`config.mk`:
```
export PLATFORM = sky130hd
export DESIGN_NAME = alu_seq_flat
export DESIGN_NICKNAME = d
export VERILOG_FILES = /design/src/rtl/alu_pkg.sv /design/src/rtl/alu_seq_if.sv /design/src/rtl/alu_mul_iter.sv /design/src/rtl/alu_seq.sv /design/src/flat_wrapper.sv
export SDC_FILE = /design/constraint.sdc
export NUM_CORES = 1
export LEC_CHECK = 0
export BUFFER_PORTS_ARGS = -buffer_cell sky130_fd_sc_hd__buf_4
export CORE_ASPECT_RATIO = 1.75
export CORE_MARGIN = 3
export CORE_UTILIZATION = 59
export CTS_CLUSTER_DIAMETER = 60
export CTS_CLUSTER_SIZE = 28
export DETAILED_ROUTE_END_ITERATION = 7
export PLACE_DENSITY_LB_ADDON = 0.1
export SLEW_MARGIN = 25
export SYNTH_ARGS = -nofsm -noshare
export SYNTH_HDL_FRONTEND = slang
export SYNTH_SLANG_ARGS = --single-unit
```
`constraint.sdc`:
```
create_clock -name clk -period 4.11 [get_ports clk]
set_clock_uncertainty 0.15 [all_clocks]
set_input_delay 0.411 -clock clk [delete_from_list [all_inputs] [get_ports clk]]
set_output_delay 0.411 -clock clk [all_outputs]
set_load 0.01 [all_outputs]
```
`src/rtl/alu_pkg.sv`:
```
// Purpose: shared opcode and FSM state encodings for the sequential ALU.
// Latency: n/a (types and constants only).
// Backpressure: n/a.
package alu_pkg;

    // ALUop encodings presented on the 3-bit opcode input
    typedef enum logic [2:0] {
        OP_ADD  = 3'b000,
        OP_SUB  = 3'b001,
        OP_AND  = 3'b010,
        OP_NOTB = 3'b011,
        OP_OR   = 3'b100,
        OP_XOR  = 3'b101,
        OP_LSL  = 3'b110,
        OP_MUL  = 3'b111
    } alu_op_e;

    // Control FSM: IDLE accepts work, MUL is the iterative multiply
    typedef enum logic {
        ST_IDLE = 1'b0,
        ST_MUL  = 1'b1
    } alu_state_e;

endpackage

```
`src/rtl/alu_seq_if.sv`:
```
// Purpose: operand/opcode request side and result/flag side of the ALU.
// Latency: n/a (wiring only).
// Backpressure: in_ready qualifies in_valid; results are unthrottled pulses.
// Ports: in_valid/in_ready/ALUop/Ain/Bin (request), out/out_valid/Z/N/V (result).
interface alu_seq_if #(
    parameter int WIDTH = 16
);
    logic             in_valid;
    logic             in_ready;
    logic [2:0]       ALUop;
    logic [WIDTH-1:0] Ain;
    logic [WIDTH-1:0] Bin;
    logic [WIDTH-1:0] out;
    logic             out_valid;
    logic             Z;
    logic             N;
    logic             V;

    // master issues operations and consumes results
    modport master (
        output in_valid, ALUop, Ain, Bin,
        input  in_ready, out, out_valid, Z, N, V
    );

    // slave is the ALU itself
    modport slave (
        input  in_valid, ALUop, Ain, Bin,
        output in_ready, out, out_valid, Z, N, V
    );
endinterface

```
`src/rtl/alu_mul_iter.sv`:
```
// Purpose: shift-add multiplier, one partial product per step, low WIDTH bits kept.
// Latency: WIDTH steps after i_load; o_done flags the final step.
// Backpressure: none; the caller owns pacing via i_step.
// Ports: clk, reset, i_load, i_step, i_a, i_b in; o_acc, o_done out.
module alu_mul_iter #(
    parameter int WIDTH = 16
) (
    input  logic             clk,
    input  logic             reset,
    input  logic             i_load,
    input  logic             i_step,
    input  logic [WIDTH-1:0] i_a,
    input  logic [WIDTH-1:0] i_b,
    output logic [WIDTH-1:0] o_acc,
    output logic             o_done
);
    localparam int CW = $clog2(WIDTH) + 1;

    logic [WIDTH-1:0] r_mcand;
    logic [WIDTH-1:0] r_mplier;
    logic [WIDTH-1:0] r_acc;
    logic [CW-1:0]    r_cnt;
    logic [WIDTH-1:0] w_acc_nxt;

    assign w_acc_nxt = r_mplier[0] ? (r_acc + r_mcand) : r_acc;

    // o_acc already includes the step taken on this edge, so on the final
    // step the caller can register the product in the same edge as cnt->0.
    assign o_acc  = w_acc_nxt;
    assign o_done = i_step && (r_cnt == CW'(1));

    always_ff @(posedge clk) begin
        if (reset) begin
            r_mcand  <= '0;
            r_mplier <= '0;
            r_acc    <= '0;
            r_cnt    <= '0;
        end else if (i_load) begin
            r_mcand  <= i_a;
            r_mplier <= i_b;
            r_acc    <= '0;
            r_cnt    <= CW'(WIDTH);
        end else if (i_step && (r_cnt != '0)) begin
            r_acc    <= w_acc_nxt;
            r_mcand  <= r_mcand << 1;
            r_mplier <= r_mplier >> 1;
            r_cnt    <= r_cnt - CW'(1);
        end
    end
endmodule

```
`src/rtl/alu_seq.sv`:
```
// Purpose: registered 8-op ALU with Z/N/V flags and an iterative multiply.
// Latency: 1 cycle for ADD..LSL, WIDTH+1 cycles for MUL (fixed).
// Backpressure: in_ready low while a multiply is in flight; in_valid then ignored.
// Ports: clk, reset (sync, active-high), bus (alu_seq_if.slave).
// WIDTH must be >= 4 and a power of two so the shift amount field is exact.
module alu_seq
    import alu_pkg::*;
#(
    parameter int WIDTH = 16
) (
    input  logic      clk,
    input  logic      reset,
    alu_seq_if.slave  bus
);
    localparam int SHW = $clog2(WIDTH);
    localparam int MSB = WIDTH - 1;

    alu_state_e       r_state;
    alu_state_e       w_state_nxt;

    logic [WIDTH-1:0] r_out;
    logic             r_out_valid;
    logic             r_z;
    logic             r_n;
    logic             r_v;

    logic             w_in_ready;
    logic             w_accept;
    logic             w_is_mul;
    logic             w_mul_load;
    logic             w_mul_step;
    logic             w_mul_done;
    logic [WIDTH-1:0] w_mul_acc;
    logic             w_single_load;

    logic [WIDTH-1:0] w_sum;
    logic [WIDTH-1:0] w_diff;
    logic [WIDTH-1:0] w_res;
    logic             w_v;

    // Ready drops combinationally with reset so an op presented alongside
    // reset is never considered accepted.
    assign w_in_ready    = (r_state == ST_IDLE) && !reset;
    assign w_accept      = bus.in_valid && w_in_ready;
    assign w_is_mul      = (bus.ALUop == OP_MUL);
    assign w_single_load = w_accept && !w_is_mul;

    alu_mul_iter #(.WIDTH(WIDTH)) u_mul (
        .clk    (clk),
        .reset  (reset),
        .i_load (w_mul_load),
        .i_step (w_mul_step),
        .i_a    (bus.Ain),
        .i_b    (bus.Bin),
        .o_acc  (w_mul_acc),
        .o_done (w_mul_done)
    );

    // FSM state register
    always_ff @(posedge clk) begin
        if (reset) begin
            r_state <= ST_IDLE;
        end else begin
            r_state <= w_state_nxt;
        end
    end

    // FSM next state and multiplier controls
    always_comb begin
        w_state_nxt = r_state;
        w_mul_load  = 1'b0;
        w_mul_step  = 1'b0;
        case (r_state)
            ST_IDLE: begin
                if (w_accept && w_is_mul) begin
                    w_mul_load  = 1'b1;
                    w_state_nxt = ST_MUL;
                end
            end
            ST_MUL: begin
                w_mul_step = 1'b1;
                if (w_mul_done) begin
                    w_state_nxt = ST_IDLE;
                end
            end
            default: w_state_nxt = ST_IDLE;
        endcase
    end

    // Single-cycle result mux and signed overflow
    always_comb begin
        w_sum  = bus.Ain + bus.Bin;
        w_diff = bus.Ain - bus.Bin;
        w_res  = '0;
        w_v    = 1'b0;
        case (bus.ALUop)
            OP_ADD: begin
                w_res = w_sum;
                // like-signed operands producing an opposite-signed sum
                w_v   = (bus.Ain[MSB] == bus.Bin[MSB]) && (w_sum[MSB] != bus.Ain[MSB]);
            end
            OP_SUB: begin
                w_res = w_diff;
                // unlike-signed operands where the result loses A's sign
                w_v   = (bus.Ain[MSB] != bus.Bin[MSB]) && (w_diff[MSB] != bus.Ain[MSB]);
            end
            OP_AND:  w_res = bus.Ain & bus.Bin;
            OP_NOTB: w_res = ~bus.Bin;
            OP_OR:   w_res = bus.Ain | bus.Bin;
            OP_XOR:  w_res = bus.Ain ^ bus.Bin;
            OP_LSL:  w_res = bus.Ain << bus.Bin[SHW-1:0];
            default: w_res = '0;  // MUL result comes from the multiplier
        endcase
    end

    // Result and flag registers; out_valid is a one-cycle pulse
    always_ff @(posedge clk) begin
        if (reset) begin
            r_out       <= '0;
            r_out_valid <= 1'b0;
            r_z         <= 1'b0;
            r_n         <= 1'b0;
            r_v         <= 1'b0;
        end else begin
            r_out_valid <= 1'b0;
            if (w_single_load) begin
                r_out       <= w_res;
                r_z         <= (w_res == '0);
                r_n         <= w_res[MSB];
                r_v         <= w_v;
                r_out_valid <= 1'b1;
            end else if (w_mul_done) begin
                r_out       <= w_mul_acc;
                r_z         <= (w_mul_acc == '0);
                r_n         <= w_mul_acc[MSB];
                r_v         <= 1'b0;
                r_out_valid <= 1'b1;
            end
        end
    end

    assign bus.in_ready  = w_in_ready;
    assign bus.out       = r_out;
    assign bus.out_valid = r_out_valid;
    assign bus.Z         = r_z;
    assign bus.N         = r_n;
    assign bus.V         = r_v;
endmodule

```
`src/flat_wrapper.sv`:
```
// flat-port wrapper written by rule: the top's interface ports become plain ports
module alu_seq_flat import alu_pkg::*;
#(
    parameter int WIDTH = 16
)
  (clk, reset, bus_in_valid, bus_ALUop, bus_Ain, bus_Bin, bus_in_ready, bus_out, bus_out_valid, bus_Z, bus_N, bus_V);
  alu_seq_if #(.WIDTH(WIDTH)) bus_i ();
  input  logic clk;
  input  logic reset;
  input wire logic [$bits(bus_i.in_valid)-1:0] bus_in_valid;
  input wire logic [$bits(bus_i.ALUop)-1:0] bus_ALUop;
  input wire logic [$bits(bus_i.Ain)-1:0] bus_Ain;
  input wire logic [$bits(bus_i.Bin)-1:0] bus_Bin;
  output wire logic [$bits(bus_i.in_ready)-1:0] bus_in_ready;
  output wire logic [$bits(bus_i.out)-1:0] bus_out;
  output wire logic [$bits(bus_i.out_valid)-1:0] bus_out_valid;
  output wire logic [$bits(bus_i.Z)-1:0] bus_Z;
  output wire logic [$bits(bus_i.N)-1:0] bus_N;
  output wire logic [$bits(bus_i.V)-1:0] bus_V;
  assign bus_i.in_valid = bus_in_valid;
  assign bus_i.ALUop = bus_ALUop;
  assign bus_i.Ain = bus_Ain;
  assign bus_i.Bin = bus_Bin;
  assign bus_in_ready = bus_i.in_ready;
  assign bus_out = bus_i.out;
  assign bus_out_valid = bus_i.out_valid;
  assign bus_Z = bus_i.Z;
  assign bus_N = bus_i.N;
  assign bus_V = bus_i.V;
  alu_seq #(.WIDTH(WIDTH)) u_core (.clk(clk), .reset(reset), .bus(bus_i));
endmodule
```
# --- Yosys cells after proc, flatten, opt, wreduce, memory -nomap -nowiden ---
# Cells that the tools add are included.
totals:
  ff_bits: 74
  output_inout_bits: 21
  inputBits: 38
  word_cells: 74
op_classes:
  shifts: 1
  n_reduce_logical: 17
  add_sub_neg: 4
  bitwise: 5
  n_eq_ne: 12
  mux: 24
ops:
  columns: ["op", "n"]
  rows:
  - ["$mux 16", 7]
  - ["$pmux 16 s7", 1]
  - ["$add 16x16->16", 2]
  - ["$logic_not 16->1", 2]
  - ["$and 16x16->16", 1]
  - ["$not 16->16", 1]
  - ["$or 16x16->16", 1]
  - ["$shl 16x4->16", 1]
  - ["$sub 16x16->16", 1]
  - ["$xor 16x16->16", 1]
  - ["$eq 3x3->1 const B", 4]
  - ["$mux 1", 12]
  - ["$mux 5", 2]
  - ["$logic_and 1x1->1", 8]
  - ["$eq 3x2->1 const B", 2]
  - ["$eq 5x1->1 const B", 1]
  - ["$reduce_bool 5->1", 1]
  - ["$sub 5x1->5 const B", 1]
  - ["$pmux 1 s2", 2]
  - ["$reduce_bool 2->1", 2]
  - ["$eq 3x1->1 const B", 1]
  - ["$logic_not 3->1", 1]
  - ["$ne 1x1->1", 3]
  - ["$logic_not 1->1", 2]
  - ["3 further kinds", 3]

# --- Depth between registers and ports, before layout ---
# Gate-level depths: netlist of run 1.
depth:
  depth_word: 7
  ltp_mapped: 14

# --- Hierarchy ---
# From an unflattened synthesis of run 1, not the netlist that was laid out.
hier_totals:
  hier_cells: 971
  hier_area_um2: 7353.3
by_module_without_submodules:
  columns: ["module", "area_per_inst_um2", "seq_area_each_um2", "cells_each", "n_inst"]
  rows:
  - ["alu_seq", 4137.7, 400.4, 541, 1]
  - ["alu_mul_iter", 3215.6, 1061.0, 430, 1]

# --- Least setup slack after synthesis of run 1 ---
# Ideal clock, no wire load.
synth_path:
  kind: "input port to flip-flop"
  startpoint: "in bus_Bin[1]"
  endpoint: "reg u_core.r_n (netlist: u_core.bus.N)"
  stages: 14
  arrival_time_ns: 3.385
  path_slack_ns: 0.447
  setup_time_ns: 0.128
  cell_sequence: "buf_2 -> inv_2 -> buf_2 -> ha_1 -> o21bai_1 -> a211oi_1 -> a2111oi_1 -> a221oi_1 -> a221oi_1 -> nor4_1 -> nor4b_1 -> nand3_1 -> a221oi_1 -> nor2_1"
synth_via:
  elab_chain_cells: 3
  word_cells_on_any_way: 5
synth_lines:
  columns: ["element", "line_no", "rtl"]
  rows:
  - ["start: declaration", "flat_wrapper.sv:13", "input wire logic [$bits(bus_i.Bin)-1:0] bus_Bin;"]
  - ["$sub 16x16->16, or another cell as far along", "alu_seq.sv:93", "w_diff = bus.Ain - bus.Bin;"]
  - ["$pmux 16 s7 (*)", "alu_seq.sv:96", "case (bus.ALUop)"]
  - ["$mux 1 (*)", "alu_seq.sv:126", "if (w_single_load) begin"]
  - ["end signal: assignment", "alu_seq.sv:129", "r_n <= w_res[MSB];"]
  - ["end signal: assignment", "alu_seq.sv:135", "r_n <= w_mul_acc[MSB];"]
  - ["end: declaration", "alu_seq.sv:24", "logic r_n;"]
# Mark *: on every way between the ends. The rest lies on a longest branch, timed or not.
# A chain may end at the register's enable or synchronous reset.

# --- Final worst setup path of run 1 ---
layout_path:
  startpoint: "in bus_Ain[0]"
  endpoint: "reg u_core.r_z (netlist: u_core.bus.Z)"
layout_via:
  elab_chain_cells: 4
  word_cells_on_any_way: 9
layout_lines:
  columns: ["element", "line_no", "rtl"]
  rows:
  - ["start: declaration", "flat_wrapper.sv:12", "input wire logic [$bits(bus_i.Ain)-1:0] bus_Ain;"]
  - ["$sub 16x16->16, or another cell as far along", "alu_seq.sv:93", null]
  - ["$pmux 16 s7 (*)", "alu_seq.sv:96", null]
  - ["$logic_not 16->1 (*)", "alu_seq.sv:128", "r_z <= (w_res == '0);"]
  - ["$mux 1 (*)", "alu_seq.sv:126", null]
  - ["end signal: assignment", "alu_seq.sv:128", null]
  - ["end signal: assignment", "alu_seq.sv:134", "r_z <= (w_mul_acc == '0);"]
  - ["end: declaration", "alu_seq.sv:23", "logic r_z;"]
# Marks and branches as above.

==> metrics.yaml, run 1 <==
critical_path:
  cp-startpoint: "bus_Ain[0]"
  reg2reg_to: "u_core.bus.Z"
  reg2reg_from: "u_core.u_mul.r_mcand[4]"
  worst_path_max_delay_cell: "or4_1"
  reg2reg_slack_ns: 0.79
  cp.arrival_ns: 3.59
  startpoint_type: "primary input"
  criticalPathCategory: "in2reg"
  cp_cell_sequence: "buf_4 -> inv_1 -> ha_1 -> inv_1 -> fa_1 -> nand2b_1 -> a211oi_1 -> or4_1 -> a31oi_1 -> xnor2_1 -> o21ai_0 -> nor4_1 -> nand4_1 -> or4_1 -> o31ai_2"
  required_ns: 4.22
  slowest_delay_ns: 0.43
  crit_fanout: 5
  r2r_cells: 11
  endpoint: "u_core.bus.Z"
  end_kind: "flop"
final_layout:
  area_delta_synth_final_pct: 12.34
  utilization_pct: 67.78
  layout-drive-gt1-share_pct: 13.96
  diodes: 0
  nets: 1067
place:
  place.port_buffers: 58
  hpwlAfterDp_um: 17580
  gp_congestion: 0.9971
detailed_routing:
  antenna_left: 0
  dr_total_vias: 7205
  routedWlPerCell_um: 20.94
  first_iter_violations: 619
  wirelength_um: 22930
  vias_per_cell: 6.580
  dr.pass1.iters: 5
  post-route-drc-count: 0
synthesis:
  synth_top_area_share_pct: 20.91
  synthArstFlopShare_pct: 0
  ys_seq_elements: 73
  synth_edf_count: 0
  yosysMostFrequentCell: "nor2_1"
  yosys.area.top_type: "dfxtp_1"
  syn_area_sq_mm: 0.006988
  synth_common_cells: "nor2_1 (115), nand2_1 (108), dfxtp_1 (73), ha_1 (69), inv_1 (58)"
  syn_nets: 1035
  yosysSeqAreaShare_pct: 20.91
  yosys_warnings: 0
  synth_cells: 925
  synth_ff_type: "dfxtp_1"
  netlist_top_cells_area: "dfxtp_1 (21%), ha_1 (12%), nor2_1 (6.2%)"
  ys_types: 73
  syn_avg_cell_area_sq_um: 7.555
pwr:
  p_per_area_mw_per_mm2: 277.4
  peakVddDrop_mv: 0.2360
  power.leakage_nw: 3.313
hold_path:
  min_from: "bus_Bin[15]"
  min-delay-path-class: "in2reg"
floorplanning:
  die_w_um: 88.27
  die_height_um: 150.0
  dieArea_sq_mm: 0.01324
  io_pins: 59
  initial_utilization_pct: 60.34
  coreArea_sq_mm: 0.01158
  row_count: 52
sta:
  rsz0062_at_grt: "false"
  max_freq_ghz: 0.2870
  drv_slew: 0
  slew_headroom_pct: 33.76
  tightest_slew_ns: 0.9900
  period_minus_slack_ns: 3.485
  setup_viol: 0
  hold_violations: 0
  finalCritPeriodShare_pct: 84.79
  final.setup.tns_ns: 0
grt:
  antenna_found_initial: 0
  grt_pass1_wl_um: 35990
  grt_max_degree: 65
  grt.overflow.total: 0
  track_usage_pct: 34.71
  grt_pass1_vias: 7152
cts:
  clk_latency_ns: 0.34
  cts-buffers-inserted: 9
  clk_pin_slew_ns: 0.06
  cts_sinks: 73
  post_cts.repair.setup_buffers: 0
  cts.path.max_buffers: 2
  cts_resized: 0
  tritoncts: "built"
  cts_hold_buf: 0
  ctsHtreeMaxLevel: 3
  cts_root_buffer: "clkbuf_16"
outcome:
  outcome: "completed"
flow_run:
  max_cap_viol_count: 0
[routing by layer]
layer,GRT usage [%],share of wire [%]
met5,0,0
met1,37.44,37
met4,21.41,6.3
met3,4.793,5.2
met2,61.81,52
[kinds of logic after synthesis]
kind of cell / share of synthesized area [%]
flip-flops: 20.91
AO/OA/AOI/OAI: 26.00
XOR/XNOR: 3.635
AND/OR/NAND/NOR: 21.34
buffers and inverters: 6.911
multiplexers: 7.986
adder cells (fa/ha/maj): 13.21
[sequential cells by signal (all words and copies together), names as in the netlist, 5 cells and up]
name / cells
u_core.bus.out: 15
u_core.u_mul.r_cnt: 5
u_core.u_mul.r_acc: 16
u_core.u_mul.r_mcand: 16
u_core.u_mul.r_mplier: 16
[worst max-delay path: cells and delay by family]
kind	cells	cell delay [ns]
and+or+nand+nor	5	1.48
AOI/OAI and AO/OA	4	0.68
adders and majority gates	2	0.58
buffers and inverters	3	0.27
xor gates and xnor gates	1	0.17
[power breakdown]
| group | internal [mW] | switching (mW) | total, mW | leakage, nW |
|---|---|---|---|---|
| Sequential | 0.725 | 0.0145 | 0.740 | 0.591 |
| Clock | 0.526 | 0.318 | 0.844 | 0.151 |
| Combinational | 0.240 | 0.354 | 0.594 | 2.57 |
[through the flow]
step                      worst slack (ns)  instances  hold slack [ns]  cell area, sq um  total power [mW]
final                               0.6253       1095           0.1925              7850             2.178
after global routing                0.5227       1095           0.1978              7850             2.255
after CTS                           0.6696       1095           0.1941              7850             2.167
after detailed placement            0.2958       1081           0.3224              7542             1.331
after global placement              0.3326       1081           0.3073              7542             1.324
after floorplan                     0.4474        925           0.2981              6988             1.129
[final cells by class]
type | instances | area (sq um)
Tap cell | 135 | 168.9
Fill cell | 970 | 3731
Inverter | 59 | 221.5
Multi-Input combinational cell | 729 | 5052
Clock inverter | 5 | 82.58
Sequential cell | 73 | 1461
Clock buffer | 9 | 225.2
Timing Repair Buffer | 85 | 638.1
[layout by cell type (no fill, tap or decap), types with 8 or more instances in the layout]
cell / n
inv_1: 58
dfxtp_1: 73
a21oi_1: 48
nor3_1: 20
mux4_2: 10
nand2b_1: 11
a311oi_1: 30
nor2b_1: 12
nand2_1: 108
clkbuf_16: 9
ha_1: 69
mux2i_1: 22
a21o_1: 11
nor2_1: 115
a221oi_1: 19
a22oi_1: 8
a31oi_1: 12
o21ai_0: 41
xnor2_1: 20
buf_4: 85
xor2_1: 9
nand3_1: 19
a211oi_1: 24
[worst min path at each step]
stage | to | cells past startpoint
2_1_floorplan | u_core.u_mul.r_mplier[15] | 2
3_3_place_gp | u_core.u_mul.r_mplier[15] | 2
3_5_place_dp | u_core.u_mul.r_mplier[11] | 2
4_1_cts | u_core.u_mul.r_mplier[15] | 3
5_1_grt | u_core.u_mul.r_mplier[15] | 3
6_report | u_core.u_mul.r_mplier[15] | 3
No activity file was read; power rests on OpenSTA's default activity.
==> inputs of run 2 (changes only) <==
- ABC_AREA: unset -> 1
- clock period: 4.11 -> 3.6 ns (I/O delays scaled with it)
==> run 2 against run 1 <==
Synthesized cell count increased by 44%. Critical path type is now reg2reg. Via count up 24%. Clock power is 22% higher. Die area grew 9.0%. Largest cell class unchanged.
==> metrics.yaml, run 2 <==
outcome:
  outcome: "completed"
place:
  gp_congestion: 1.075
  place.port_buffers: 58
  hpwlAfterDp_um: 21750
pwr:
  pwr-share-comb_pct: 27.5
  p_int_mw: 1.735
  peakVddDrop_mv: 0.3229
  swShare_pct: 33.06
  power_switching_mw: 0.8568
  pwr-share-clk_pct: 39.9
  seqPwrFrac_pct: 32.6
  p_per_area_mw_per_mm2: 305.0
  power.leakage_nw: 4.283
synthesis:
  synth_edf_count: 0
  synth_top_area_share_pct: 19.28
  yosysSeqAreaShare_pct: 19.10
  yosys.area.top_type: "nand2_1"
  ys_types: 42
  yosys_warnings: 0
  synth-simple-area-share_pct: 38.08
  syn_nets: 1438
  synthArstFlopShare_pct: 0
  synth_common_cells: "nand2_1 (393), inv_1 (172), nand3_1 (131), o21ai_0 (112), nor2_1 (110)"
  yosys.area_share.adder_pct: 12.07
  syn_area_sq_mm: 0.007652
  synthMuxAreaShare_pct: 0
  synth_compound_area_share_pct: 18.61
  yosysMostFrequentCell: "nand2_1"
  netlist_top_cells_area: "nand2_1 (19%), dfxtp_1 (19%), ha_1 (11%)"
  synth_cells: 1328
  ys_seq_elements: 73
  synth-xor-area-share_pct: 0.3434
  synth_top_family_by_area: "simple AND/OR/NAND/NOR gates"
  syn_avg_cell_area_sq_um: 5.762
  synth_ff_type: "dfxtp_1"
cts:
  cts_sinks: 73
  clk_latency_ns: 0.33
  cts-buffers-inserted: 9
  cts.path.max_buffers: 2
  cts_resized: 0
  ctsHtreeMaxLevel: 3
  cts_hold_buf: 0
  post_cts.repair.setup_buffers: 0
  clk_pin_slew_ns: 0.06
  tritoncts: "built"
  cts_root_buffer: "clkbuf_16"
detailed_routing:
  wirelength_um: 27190
  vias_per_cell: 5.854
  first_iter_violations: 695
  dr.pass1.iters: 6
  post-route-drc-count: 0
  routedWlPerCell_um: 17.76
  antenna_left: 0
  dr_total_vias: 8962
final_layout:
  diodes: 0
  layout_common_cells: "nand2_1 (393), inv_1 (171), nand3_1 (131)"
  utilization_pct: 67.61
  final_common_cell: "nand2_1"
  reg_top3: "u_core.u_mul.r_acc x16, u_core.u_mul.r_mcand x16, u_core.u_mul.r_mplier x16"
  nets: 1468
  layout-drive-gt1-share_pct: 7.997
  area_delta_synth_final_pct: 11.04
  fillCellCount: 1282
critical_path:
  slowest_delay_ns: 0.40
  required_ns: 3.67
  worst_path_max_delay_cell: "fa_1"
  cp.arrival_ns: 2.85
  end_kind: "flop"
  startpoint_type: "flop"
  criticalPathCategory: "reg2reg"
  crit_fanout: 4
  cp_cell_sequence: "ha_1 -> inv_1 -> fa_1 -> inv_1 -> nand3_1 -> nand3_1 -> nand3_1 -> nand2_1 -> nand2_1 -> nand2_1 -> nand2_1 -> nand3_1 -> nand2_1 -> nand3_1 -> nor2_1 -> nor2_1 -> a21oi_2"
grt:
  grt_max_degree: 64
  grt.overflow.total: 0
  grt_pass1_wl_um: 42550
  track_usage_pct: 37.25
  antenna_found_initial: 0
  grt_pass1_vias: 8411
sta:
  tightest_slew_ns: 0.9906
  drv_slew: 0
  setup_viol: 0
  rsz0062_at_grt: "false"
  max_freq_ghz: 0.3590
  slew_headroom_pct: 33.55
  final.setup.tns_ns: 0
  whs_ns: 0.1955
  hold_violations: 0
  finalCritPeriodShare_pct: 77.38
  period_minus_slack_ns: 2.786
floorplanning:
  die_w_um: 92.09
  dieArea_sq_mm: 0.01443
  row_count: 54
  io_pins: 59
  die_height_um: 156.7
  coreArea_sq_mm: 0.01257
  initial_utilization_pct: 60.89
flow_run:
  max_cap_viol_count: 0
hold_path:
  min-delay-path-class: "in2reg"
-- run 2: changes by cell type after synthesis, moves of 22 or more --
cell / before / now
a21oi_1: 48 / 88
mux2i_1: 22 / 0
a311oi_1: 30 / 1
nand3_1: 19 / 131
clkbuf_1: 45 / 19
nand2_1: 108 / 393
o21ai_0: 41 / 112
a211oi_1: 24 / 1
inv_1: 58 / 172
-- run 2: path summary, 6_finish.rpt --
path                        startpoint                         to  slack [ns]  cells past startpoint
min reg2reg  u_core.u_mul.r_mplier[15]  u_core.u_mul.r_mplier[15]        0.32                      2
max            u_core.u_mul.r_mcand[0]               u_core.bus.Z        0.81                     17
min                         bus_Ain[0]    u_core.u_mul.r_mcand[0]        0.20                      3
max reg2reg    u_core.u_mul.r_mcand[0]               u_core.bus.Z        0.81                     17
-- run 2: per-stage QoR --
step | power [mW] | cells | area (sq um) | setup slack, ns
after detailed placement | 1.550 | 1515 | 8153 | 0.6874
after global placement | 1.549 | 1515 | 8153 | 0.7218
final | 2.591 | 1531 | 8497 | 0.8142
after floorplan | 1.312 | 1328 | 7652 | 1.137
after global routing | 2.697 | 1531 | 8497 | 0.5383
after CTS | 2.573 | 1531 | 8497 | 0.8376
-- run 2: routing by layer --
| metal | vias up | share of wire (%) | global-route usage, % |
|---|---|---|---|
| met3 | 116 | 5.6 | 3.271 |
| met2 | 409 | 50 | 68.41 |
| met4 | 0 | 7.5 | 25.73 |
| li1 | 4392 | - | - |
| met1 | 4045 | 36 | 39.69 |
| met5 | - | 0 | 0 |
-- run 2: final cells by class --
cell class,instances,area (sq um),share of cell area (%)
timing repair buffer,68,510.5,6.008
sequential,73,1461,17.20
clock inverter,6,115.1,1.355
multi-input combinational,1026,5295,62.32
clock buffer,10,229.0,2.695
inverter,180,675.6,7.952
tap,168,210.2,2.474
-- run 2: cell families (layout without fill, tap and decap cells) --
logic type,count (synthesis),count (layout)
simple gates,690,690
compound gates,261,261
buf+inv,229,264
flops,73,73
fa+ha+maj,72,72
xor+xnor,3,3
-- run 2: worst max-delay path, delay by kind of cell (launching register included) --
kind	cells	cell delay [ns]
adder cells (fa/ha/maj)	2	0.67
AND/OR/NAND/NOR	12	1.16
AO/OA/AOI/OAI	1	0.07
flip-flops	1	0.36
buffers and inverters	2	0.24
-- run 2: power groups by stage --
stage                     Sequential [mW]  Combinational, mW  Clock, mW
final                               0.845              0.712       1.03
after global routing                0.846              0.780       1.07
after CTS                           0.844              0.692       1.04
after detailed placement            0.862              0.688          0
after floorplan                     0.862              0.450          0
after global placement              0.862              0.687          0
==> inputs of run 3 (changes only) <==
- clock period: 3.6 -> 2.62 ns (I/O delays scaled with it)
==> run 3 against run 2 <==
The run now ends with DRC left. Wire length grew 9.4%. Register-to-register slack lost 0.76 ns. Worst hold slack lost 0.11 ns. Cell area grew 7.6%. Worst setup slack lost 0.76 ns. Critical path type unchanged. Largest cell class unchanged. Highest routed layer unchanged.
==> metrics.yaml, run 3 (synthesis results as in run 2) <==
pwr:
  p_total_mw: 3.420
  pwr-share-clk_pct: 33.1
  swShare_pct: 35.08
  power_switching_mw: 1.200
  peakVddDrop_mv: 0.4282
  seqPwrFrac_pct: 34.0
  p_per_area_mw_per_mm2: 374.0
  power.leakage_nw: 4.661
  pwr-share-comb_pct: 32.9
  p_int_mw: 2.220
sta:
  fin_ws_ns: 0.05449
  hold_violations: 0
  rsz0062_at_grt: "false"
  max_freq_ghz: 0.3898
  slew_headroom_pct: 42.28
  setup_viol: 0
  finalCritPeriodShare_pct: 97.92
  drv_slew: 0
  period_minus_slack_ns: 2.566
  tightest_slew_ns: 0.8626
hold_path:
  min_from: "bus_Ain[0]"
  holdPathStages: 3
  hold_end: "u_core.u_mul.r_mcand[0]"
  min-delay-path-class: "in2reg"
cts:
  cts_hold_buf: 0
  tritoncts: "built"
  clk_pin_slew_ns: 0.06
  cts.path.max_buffers: 2
  cts-buffers-inserted: 9
  cts_sinks: 73
  clk_latency_ns: 0.33
  ctsHtreeMaxLevel: 3
  cts_root_buffer: "clkbuf_16"
detailed_routing:
  dr.pass1.iters: 8
  vias_per_cell: 5.983
  antenna_left: 0
  routedWlPerCell_um: 18.45
  post-route-drc-count: 1
  wirelength_um: 29750
  dr_total_vias: 9650
  first_iter_violations: 851
place:
  dp_slack_ns: -0.004271
  place.port_buffers: 58
  hpwlAfterDp_um: 23390
  gp_congestion: 1.050
final_layout:
  area_delta_synth_final_pct: 19.51
  layout-drive-gt1-share_pct: 14.67
  final_common_cell: "nand2_1"
  diodes: 0
  layout_common_cells: "nand2_1 (390), inv_1 (170), buf_4 (149)"
  reg_top3: "u_core.u_mul.r_acc x16, u_core.u_mul.r_mcand x16, u_core.u_mul.r_mplier x16"
  nets: 1550
  fillCellCount: 1153
floorplanning:
  initial_utilization_pct: 60.89
  die_height_um: 156.7
  coreArea_sq_mm: 0.01257
  io_pins: 59
  dieArea_sq_mm: 0.01443
  die_w_um: 92.09
  row_count: 54
critical_path:
  end_kind: "flop"
  cp.arrival_ns: 2.68
  cp_common_cell: "nor2_2"
  criticalPathCategory: "reg2reg"
  required_ns: 2.74
  reg2reg_from: "u_core.u_mul.r_acc[0]"
  worst_path_max_delay_cell: "fa_2"
  slowest_delay_ns: 0.52
  cp_cell_sequence: "ha_4 -> inv_2 -> fa_2 -> nand2_2 -> o21ai_2 -> nand3_2 -> nor2_2 -> nand2_1 -> nor2_2 -> nand2_1 -> nor2_2 -> nand4_1 -> nor2_1 -> nor2_1 -> a21oi_2"
  reg2reg_to: "u_core.bus.Z"
  reg2reg_slack_ns: 0.05
  startpoint_type: "flop"
  crit_fanout: 3
  r2r_cells: 15
grt:
  grt_max_degree: 61
  grt.overflow.total: 0
  grt_pass1_vias: 9519
  grt_pass1_wl_um: 47140
  track_usage_pct: 41.59
  antenna_found_initial: 0
flow_run:
  max_cap_viol_count: 0
outcome:
  failed_checks: "DRC"
  outcome: "finished with violations"
## run 3: worst max-delay path by stage
| stage | from | to | cells past startpoint |
|---|---|---|---|
| 2_1_floorplan | bus_Bin[1] | u_core.bus.Z | 19 |
| 4_1_cts | u_core.u_mul.r_mcand[0] | u_core.bus.Z | 15 |
| 6_report | u_core.u_mul.r_acc[0] | u_core.bus.Z | 15 |
| 5_1_grt | u_core.u_mul.r_acc[0] | u_core.bus.Z | 15 |
| 3_5_place_dp | bus_Ain[0] | u_core.bus.Z | 18 |
| 3_3_place_gp | bus_Ain[0] | u_core.bus.Z | 18 |
## run 3: worst max-delay path: cells and delay by family (launching register included)
kind	cells	cell delay, ns
fa+ha+maj	2	0.67
compound gates	2	0.21
simple gates	10	1.06
buf+inv	1	0.04
flops	1	0.36
## run 3: routing by layer
layer	vias to the layer above	GRT usage, %	routed length [um]
li1	4564	-	-
met1	4341	41.42	10050
met2	537	74.02	14770
met3	208	6.782	2066
met4	0	35.86	2872
met5	-	0	0
## run 3: power groups by stage
stage	sequential [mW]	clock [mW]	combinational [mW]
global placement	1.18	0	1.07
floorplan	1.18	0	0.619
detailed placement	1.18	0	1.08
CTS	1.16	1.13	1.09
finish	1.16	1.13	1.13
global route	1.16	1.19	1.22
## run 3: what timing repair did
item                       4_1_cts  5_1_grt
gates resized for setup          5       21
pin swaps                        5       10
setup endpoints to repair        1        6
setup buffers                    0        1
## run 3: stage by stage
stage	TNS, ns	hold WS (ns)	instance area [sq um]	instances	util (%)
6_report	0	0.08093	9145	1613	72.77
3_3_place_gp	0	0.3008	8773	1596	69.81
4_1_cts	0	0.07760	9057	1612	72.07
5_1_grt	0	0.07608	9145	1613	72.77
2_1_floorplan	0	0.2610	7652	1328	-
3_5_place_dp	-0.004271	0.3120	8773	1596	69.81
## run 3: cell type report
class / count / area, sq um / area share, %
multi-input cells: 1026 / 5380 / 58.83
flip-flops and latches: 73 / 1466 / 16.04
repair buffers: 150 / 1139 / 12.45
inverters: 180 / 675.6 / 7.388
clock buffers: 12 / 246.5 / 2.695
well taps: 168 / 210.2 / 2.299
clock inverters: 4 / 27.53 / 0.3010
